--- src/rtl/spi_slave_responder.sv ---
// Full-duplex SPI slave endpoint: receives a WIDTH-bit LSB-first word on mosi while
// returning a preloaded response word on miso, all oversampled in the clk domain.
module spi_slave_responder #(
    parameter int unsigned WIDTH       = 12,
    parameter int unsigned SYNC_STAGES = 2
) (
    input  logic             clk,
    input  logic             rst,
    input  logic             sclk,
    input  logic             cs,
    input  logic             mosi,
    output logic             miso,
    input  logic [WIDTH-1:0] tx_data,
    input  logic             tx_valid,
    output logic             tx_ready,
    output logic [WIDTH-1:0] rx_data,
    output logic             rx_valid,
    output logic             busy,
    output logic             underrun,
    output logic             aborted
);

    localparam int unsigned CNT_W = $clog2(WIDTH + 1);

    typedef enum logic [1:0] {StIdle, StActive, StDone} state_t;

    logic [SYNC_STAGES-1:0] sclk_sync, cs_sync, mosi_sync;
    logic                   sclk_dly, cs_dly;
    logic                   sclk_s, cs_s, mosi_s;
    logic                   sclk_rise, sclk_fall, cs_rise, cs_fall;

    state_t                 state_q, state_d;
    logic [CNT_W-1:0]       bit_cnt_q, bit_cnt_d, cnt_next;
    logic [WIDTH-1:0]       tx_shift_q, tx_shift_d, tx_sel;
    logic [WIDTH-1:0]       rx_shift_q, rx_shift_d, rx_next;
    logic [WIDTH-1:0]       rx_data_q, rx_data_d;
    logic [WIDTH-1:0]       hold_data_q, hold_data_d;
    logic                   hold_full_q, hold_full_d;
    logic                   miso_q, miso_d;
    logic                   rx_valid_q, rx_valid_d;
    logic                   aborted_q, aborted_d;
    logic                   underrun_q, underrun_d;
    logic                   tx_load, frame_start;

    // cs idles high, so its synchronizer resets high to avoid a spurious frame start.
    always_ff @(posedge clk or posedge rst) begin
        if (rst) begin
            sclk_sync <= '0;
            cs_sync   <= '1;
            mosi_sync <= '0;
            sclk_dly  <= 1'b0;
            cs_dly    <= 1'b1;
        end else begin
            sclk_sync <= {sclk_sync[SYNC_STAGES-2:0], sclk};
            cs_sync   <= {cs_sync[SYNC_STAGES-2:0], cs};
            mosi_sync <= {mosi_sync[SYNC_STAGES-2:0], mosi};
            sclk_dly  <= sclk_sync[SYNC_STAGES-1];
            cs_dly    <= cs_sync[SYNC_STAGES-1];
        end
    end

    assign sclk_s    = sclk_sync[SYNC_STAGES-1];
    assign cs_s      = cs_sync[SYNC_STAGES-1];
    assign mosi_s    = mosi_sync[SYNC_STAGES-1];
    assign sclk_rise = sclk_s & ~sclk_dly;
    assign sclk_fall = ~sclk_s & sclk_dly;
    assign cs_rise   = cs_s & ~cs_dly;
    assign cs_fall   = ~cs_s & cs_dly;

    assign tx_load  = tx_valid & ~hold_full_q;
    assign rx_next  = {mosi_s, rx_shift_q[WIDTH-1:1]};
    assign tx_sel   = tx_shift_q >> bit_cnt_q;
    assign cnt_next = bit_cnt_q + CNT_W'(1);

    always_comb begin
        state_d     = state_q;
        bit_cnt_d   = bit_cnt_q;
        tx_shift_d  = tx_shift_q;
        rx_shift_d  = rx_shift_q;
        rx_data_d   = rx_data_q;
        miso_d      = miso_q;
        rx_valid_d  = 1'b0;
        aborted_d   = 1'b0;
        underrun_d  = underrun_q;
        frame_start = 1'b0;

        unique case (state_q)
            StIdle: begin
                miso_d = 1'b0;
                // A coincident sclk rise is deliberately ignored: it is rise 0.
                if (cs_fall) begin
                    frame_start = 1'b1;
                    bit_cnt_d   = '0;
                    state_d     = StActive;
                    if (hold_full_q) begin
                        tx_shift_d = hold_data_q;
                        miso_d     = hold_data_q[0];
                    end else begin
                        tx_shift_d = '0;
                        underrun_d = 1'b1;
                    end
                end
            end
            StActive: begin
                if (cs_rise) begin
                    aborted_d = 1'b1;
                    miso_d    = 1'b0;
                    state_d   = StIdle;
                end else if (sclk_fall) begin
                    rx_shift_d = rx_next;
                    bit_cnt_d  = cnt_next;
                    if (cnt_next == CNT_W'(WIDTH)) begin
                        rx_data_d  = rx_next;
                        rx_valid_d = 1'b1;
                        miso_d     = 1'b0;
                        state_d    = StDone;
                    end
                end else if (sclk_rise && bit_cnt_q != '0) begin
                    miso_d = tx_sel[0];
                end
            end
            StDone: begin
                miso_d = 1'b0;
                if (cs_rise) begin
                    state_d = StIdle;
                end
            end
            default: begin
                miso_d  = 1'b0;
                state_d = StIdle;
            end
        endcase

        // A write in the frame-start clk lands for the next frame.
        hold_full_d = hold_full_q;
        hold_data_d = hold_data_q;
        if (tx_load) begin
            hold_full_d = 1'b1;
            hold_data_d = tx_data;
        end else if (frame_start) begin
            hold_full_d = 1'b0;
        end
    end

    always_ff @(posedge clk or posedge rst) begin
        if (rst) begin
            state_q     <= StIdle;
            bit_cnt_q   <= '0;
            tx_shift_q  <= '0;
            rx_shift_q  <= '0;
            rx_data_q   <= '0;
            hold_data_q <= '0;
            hold_full_q <= 1'b0;
            miso_q      <= 1'b0;
            rx_valid_q  <= 1'b0;
            aborted_q   <= 1'b0;
            underrun_q  <= 1'b0;
        end else begin
            state_q     <= state_d;
            bit_cnt_q   <= bit_cnt_d;
            tx_shift_q  <= tx_shift_d;
            rx_shift_q  <= rx_shift_d;
            rx_data_q   <= rx_data_d;
            hold_data_q <= hold_data_d;
            hold_full_q <= hold_full_d;
            miso_q      <= miso_d;
            rx_valid_q  <= rx_valid_d;
            aborted_q   <= aborted_d;
            underrun_q  <= underrun_d;
        end
    end

    assign miso     = miso_q;
    assign tx_ready = ~hold_full_q;
    assign rx_data  = rx_data_q;
    assign rx_valid = rx_valid_q;
    assign busy     = (state_q != StIdle);
    assign underrun = underrun_q;
    assign aborted  = aborted_q;

endmodule

--- config.mk ---
export PLATFORM = sky130hd
export DESIGN_NAME = spi_slave_responder
export DESIGN_NICKNAME = d
export VERILOG_FILES = /design/src/rtl/spi_slave_responder.sv
export SDC_FILE = /design/constraint.sdc
export NUM_CORES = 1
export LEC_CHECK = 0
export CAP_MARGIN = 15
export CORE_MARGIN = 2
export CORE_UTILIZATION = 56
export CTS_BUF_LIST = sky130_fd_sc_hd__clkbuf_2 sky130_fd_sc_hd__clkbuf_4 sky130_fd_sc_hd__clkbuf_8
export CTS_CLUSTER_DIAMETER = 150
export CTS_CLUSTER_SIZE = 12
export DETAILED_ROUTE_END_ITERATION = 12
export GPL_ROUTABILITY_DRIVEN = 0
export PLACE_DENSITY = 0.89
export SYNTH_ARGS = -nofsm -noshare
export SYNTH_HDL_FRONTEND = slang
export SYNTH_SLANG_ARGS = --single-unit
--- constraint.sdc ---
create_clock -name clk -period 2.42 [get_ports clk]
set_clock_uncertainty 0.15 [all_clocks]
set_input_delay 0.484 -clock clk [delete_from_list [all_inputs] [get_ports clk]]
set_output_delay 0.484 -clock clk [all_outputs]
set_load 0.02 [all_outputs]
After elaboration in Yosys (flattened, before gate mapping)
Cells that the tools add are included.
{"block": "classes", "bitwise_logic": 11, "n_lt_le_gt_ge": 0, "muxes": 28, "eq_ne": 11, "mul": 0, "add_sub_neg": 1, "div": 0, "n_reduce_logical": 13, "shifts": 1}
{"cell": "1-bit two-way mux", "n": 16}
{"cell": "12-bit two-way mux", "n": 1}
{"cell": "4-bit two-way mux", "n": 3}
{"cell": "4-bit AND reduction", "n": 3}
{"cell": "12-bit by 4-bit right shift with 1-bit output", "n": 1}
{"cell": "2-bit two-way mux", "n": 5}
{"cell": "2-bit inequality test, second input constant", "n": 4}
{"cell": "4-bit inequality test, second input constant", "n": 2}
{"cell": "4-bit one-hot mux with 2 select lines", "n": 1}
{"cell": "3-bit inequality test, second input constant", "n": 2}
{"cell": "1-bit inverter", "n": 6}
{"cell": "2-bit one-hot mux with 3 select lines", "n": 1}
{"cell": "3-bit AND reduction", "n": 2}
{"cell": "2-bit nonzero test", "n": 3}
{"cell": "1-bit bitwise AND", "n": 5}
{"cell": "4-bit by 1-bit adder with 4-bit output, second input constant", "n": 1}
{"cell": "4-bit equality test, second input constant", "n": 1}
{"cell": "2-bit AND reduction", "n": 2}
{"cell": "4-bit nonzero test", "n": 1}
{"cell": "2-bit by 1-bit equality test with 1-bit output, second input constant", "n": 1}
{"cell": "2-bit equality test, second input constant", "n": 1}
{"cell": "2-bit logical NOT", "n": 1}
{"cell": "1-bit one-hot mux with 2 select lines", "n": 1}
{"cell": "1-bit logical AND", "n": 1}
{"block": "word_totals", "latch_bits": 0, "regBits": 67, "mem_bits_ro": 0, "n_memories": 0, "wordCells": 81, "inputBits": 18, "mem_bits_rw": 0, "out_inout_bits": 18}

Logic depth before layout (Yosys ltp)
{"block": "depth", "ltp_word": 7, "ltp_mapped": 7, "ltp_nobuf": 6}

Worst setup path before layout
No wires, ideal clock.
{"block": "synth_path", "kind": "register to register", "startpoint": "reg cs_dly", "endpoint": "reg rx_data_q[0], in the netlist rx_data[0]", "slack_ns": 0.403, "n_path_buf": 2, "t_arrival_ns": 1.743, "required_time_ns": 2.145, "period_less_slack_ns": 2.017, "path_stages_with_launch": 8, "cell_sequence": "dfstp_2 > nand2b_1 > nand3b_4 > nor3_4 > and3_1 > buf_2 > buf_6 > mux2_2"}
{"block": "synth_between", "elab_chain_cells": 4}
{"item": "from (decl)", "line": "28", "rtl": "logic sclk_dly, cs_dly;"}
{"item": "from (signal assigned)", "line": "58", "rtl": "cs_dly <= cs_sync[SYNC_STAGES-1];"}
{"item": "1-bit inverter", "line": "67", "rtl": "assign cs_rise = cs_s & ~cs_dly;"}
{"item": "1-bit bitwise AND", "line": "67"}
{"item": "1-bit inverter (no source line)"}
{"item": "4-bit AND reduction (no source line)"}
{"item": "to (signal assigned)", "line": "163", "rtl": "rx_data_q <= rx_data_d;"}
{"item": "to (decl)", "line": "36", "rtl": "logic [WIDTH-1:0] rx_data_q, rx_data_d;"}
Every way passes these cells.
A chain may end at the register's enable or synchronous reset.

Final worst setup path
{"block": "layout_path", "startpoint": "reg state_q[0]", "endpoint": "out busy"}
{"block": "layout_between", "elab_chain_cells": 1}
{"item": "from (decl)", "line": "32", "rtl": "state_t state_q, state_d;"}
{"item": "from (signal assigned)", "line": "147", "rtl": "state_q <= StIdle;"}
{"item": "from (signal assigned)", "line": "159", "rtl": "state_q <= state_d;"}
{"item": "2-bit nonzero test", "line": "177", "rtl": "assign busy = (state_q != StIdle);"}
{"item": "to (decl)", "line": "18", "rtl": "output logic busy,"}
Every way passes these cells.

==> flow_summary.yaml <==
clock_network:
  cts-buffers-inserted: 9
  cts_root_buf: "clkbuf_8"
  clkTransAtPathRegs_ps: 70
  htree_num_levels: 3
  cts_buffer_depth: 2
  ctsHoldBuffers: 0
  clock_sinks: 66
  cts_tree: "done"
  post_cts_buffers: 0
  cts.repair.resized: 0
  insertion_delay_ps: 340
placed_design:
  placedCellCount: 286
  port_buffers: 35
  dp_hpwl_um: 3194
logic_synthesis:
  synth-compound-area-share: 0.05204
  ys_warn_count: 0
  synthArstFlopShare: 1.000
  yosysTopAreaCellShare: 0.5907
  ys_types: 38
  synth_commonest_cells: "dfrtp_1 (63), mux2_2 (34), nand2_1 (25), o21ai_0 (12), inv_1 (7)"
  synth_top_area_cell: "dfrtp_1"
  synth_top_family_by_area: "multiplexers"
  synth-edff-count: 0
  ys_seq_elements: 66
  syn_nets: 223
  yosysMostFrequentCell: "dfrtp_1"
  synth-xor-area-share: 0.006564
  synth_fa_ha_area_frac: 0.009376
  synth_area_leaders: "dfrtp_1 (59%), mux2_2 (14%), nand2_1 (3.5%)"
  netlist_area_sq_mm: 0.002669
  synthSimpleGateAreaFrac: 0.1027
  synthesis.instances: 203
  synth_ff_type: "dfrtp_1"
  synth-seq-area-share: 0.6203
  muxShareOfSynthArea: 0.1739
  syn_area_per_cell_sq_um: 13.15
grt:
  grt_pass1_vias: 1688
  grt_max_degree: 29
  grt_overflow_total: 0
  grt.total_usage: 0.2159
  antenna_found_initial: 0
  grt_first_pass_wirelength_um: 8273
setup_path:
  rr_worst_depth: 5
  worstReg2RegStart: "bit_cnt_q[0]"
  cp_data_required_time_ps: 1790
  r2r-end: "miso"
  path_class: "reg2out"
  path_cells: "or2_2, clkdlybuf4s50_1"
  cp-endpoint: "busy"
  cp_slowest_stage_delay_ps: 530
  crit_path_end_kind: "output pin"
  worstPathMaxFanout: 7
  r2r_setup_slack_ps: 360
  setup.worst_path.start: "state_q[0]"
  start_kind: "flop"
  cp_slowest_cell: "clkdlybuf4s50_1"
  worstPathArrival_ps: 1680
timing:
  post-route-period-util: 0.9551
  finalSetupTns_ps: 0
  fmax_mhz: 432.7
  post-route-min-period_ps: 2311
  slew_violations: 0
  finalHoldViolations: 0
  finalSetupViolCount: 0
  worst_pin_slew_ps: 504.1
  maxSlewHeadroom: 0.6635
  rsz0062_at_grt: "false"
  finalHoldWorstSlack_ps: 199.7
final_layout:
  antenna_cells: 0
  stdcell_count: 302
  layout.nets: 263
  area_growth_pct: 23.11
  drive_above_1_share: 0.2742
  post-route-util: 0.7050
job:
  cap_violations: 0
route:
  via_per_inst: 5.440
  postRouteAntennaNets: 0
  wire_per_inst_um: 15.96
  drt_first_iter_violations: 120
  drc_errors: 0
  num_vias: 1643
  wl_um: 4820
  first_pass_iters: 4
floorplanning:
  dieArea_sq_mm: 0.005334
  die_h_um: 73.04
  start_util: 0.5726
  ios: 36
  fp.coreArea_sq_mm: 0.004661
  die_x_um: 73.04
  core.rowCount: 25
hold_path:
  hp-class: "reg2reg"
pwr:
  power.density_mw_per_mm2: 1017
  ir_drop_mv: 0.5492
  p_leak_nw: 1.538
run_status:
  status: "completed"
==> layout make-up <==
class | instances | area, sq um
multi-input cells | 118 | 919.6
repair buffers | 41 | 407.9
clock inverters | 2 | 35.03
flip-flops and latches | 66 | 1655
fillers | 307 | 1375
inverters | 7 | 26.28
clock buffers | 14 | 173.9
well taps | 54 | 67.56
==> worst min path at each step <==
stage | from | to | slack [ps] | cells after the start
6_report | mosi_sync[0] | mosi_sync[1] | 200 | 0
5_1_grt | mosi_sync[0] | mosi_sync[1] | 210 | 0
4_1_cts | mosi_sync[0] | mosi_sync[1] | 200 | 0
3_5_place_dp | mosi_sync[0] | mosi_sync[1] | 190 | 0
3_3_place_gp | mosi_sync[0] | mosi_sync[1] | 180 | 0
2_1_floorplan | mosi_sync[0] | mosi_sync[1] | 180 | 0
==> logic make-up (layout without fill, tap and decap cells) <==
| logic type | Yosys count | count (layout) |
|---|---|---|
| AOI/OAI and AO/OA | 23 | 23 |
| buffers and inverters | 19 | 64 |
| xor gates and xnor gates | 2 | 2 |
| DFF | 66 | 66 |
| muxes | 39 | 39 |
| and+or+nand+nor | 52 | 52 |
| adders and majority gates | 2 | 2 |
==> worst max-delay path: cells and delay by family (launching register included) <==
kind          cells  cell delay [ps]
flops             1              480
buf+inv           1              530
simple gates      1              330
==> placed cells by master (no fill, tap or decap), types with 3 or more instances in the layout <==
master           Yosys  final
clkbuf_4             0      3
nor2_1               6      6
buf_4                0      5
o21ai_0             12     12
clkbuf_8             0     11
inv_1                7      6
dfrtp_1             63     63
a31oi_1              4      4
nand2_1             25     25
dfstp_2              3      3
clkdlybuf4s50_1      0     35
mux2_2              34     34
nand3_1              3      3
nor2b_1              3      3
==> power breakdown <==
part | internal, mW | switching [mW] | total [mW] | leakage, nW
sequential | 1.40 | 0.259 | 1.66 | 0.839
clock | 0.565 | 0.384 | 0.949 | 0.111
combinational | 0.415 | 0.321 | 0.736 | 0.588
==> routing by layer <==
layer | GRT usage | routed length [um]
met5 | 0 | 0
met4 | 0.1111 | 101
met3 | 0.07320 | 190
met2 | 0.3183 | 2400
met1 | 0.2848 | 2128
==> registers in the layout, summed over array words and instances, names as in the netlist <==
| register | cells |
|---|---|
| tx_shift_q | 12 |
| hold_data_q | 12 |
| bit_cnt_q | 4 |
| sclk_sync | 2 |
| hold_full_q | 1 |
| sclk_dly | 1 |
| rx_valid | 1 |
| underrun | 1 |
| rx_data | 12 |
| cs_sync | 2 |
| miso | 1 |
| mosi_sync | 2 |
| cs_dly | 1 |
| state_q | 2 |
| rx_shift_q | 11 |
| aborted | 1 |
==> stage by stage <==
step	power (mW)	cell area, sq um	worst slack (ps)
2_1_floorplan	2.159	2669	136.2
3_3_place_gp	2.322	3077	430.8
3_5_place_dp	2.383	3077	376.6
5_1_grt	3.545	3286	36.13
6_report	3.341	3286	108.8
4_1_cts	3.372	3286	91.27
Note: power is estimated with default switching activity, not from simulation.
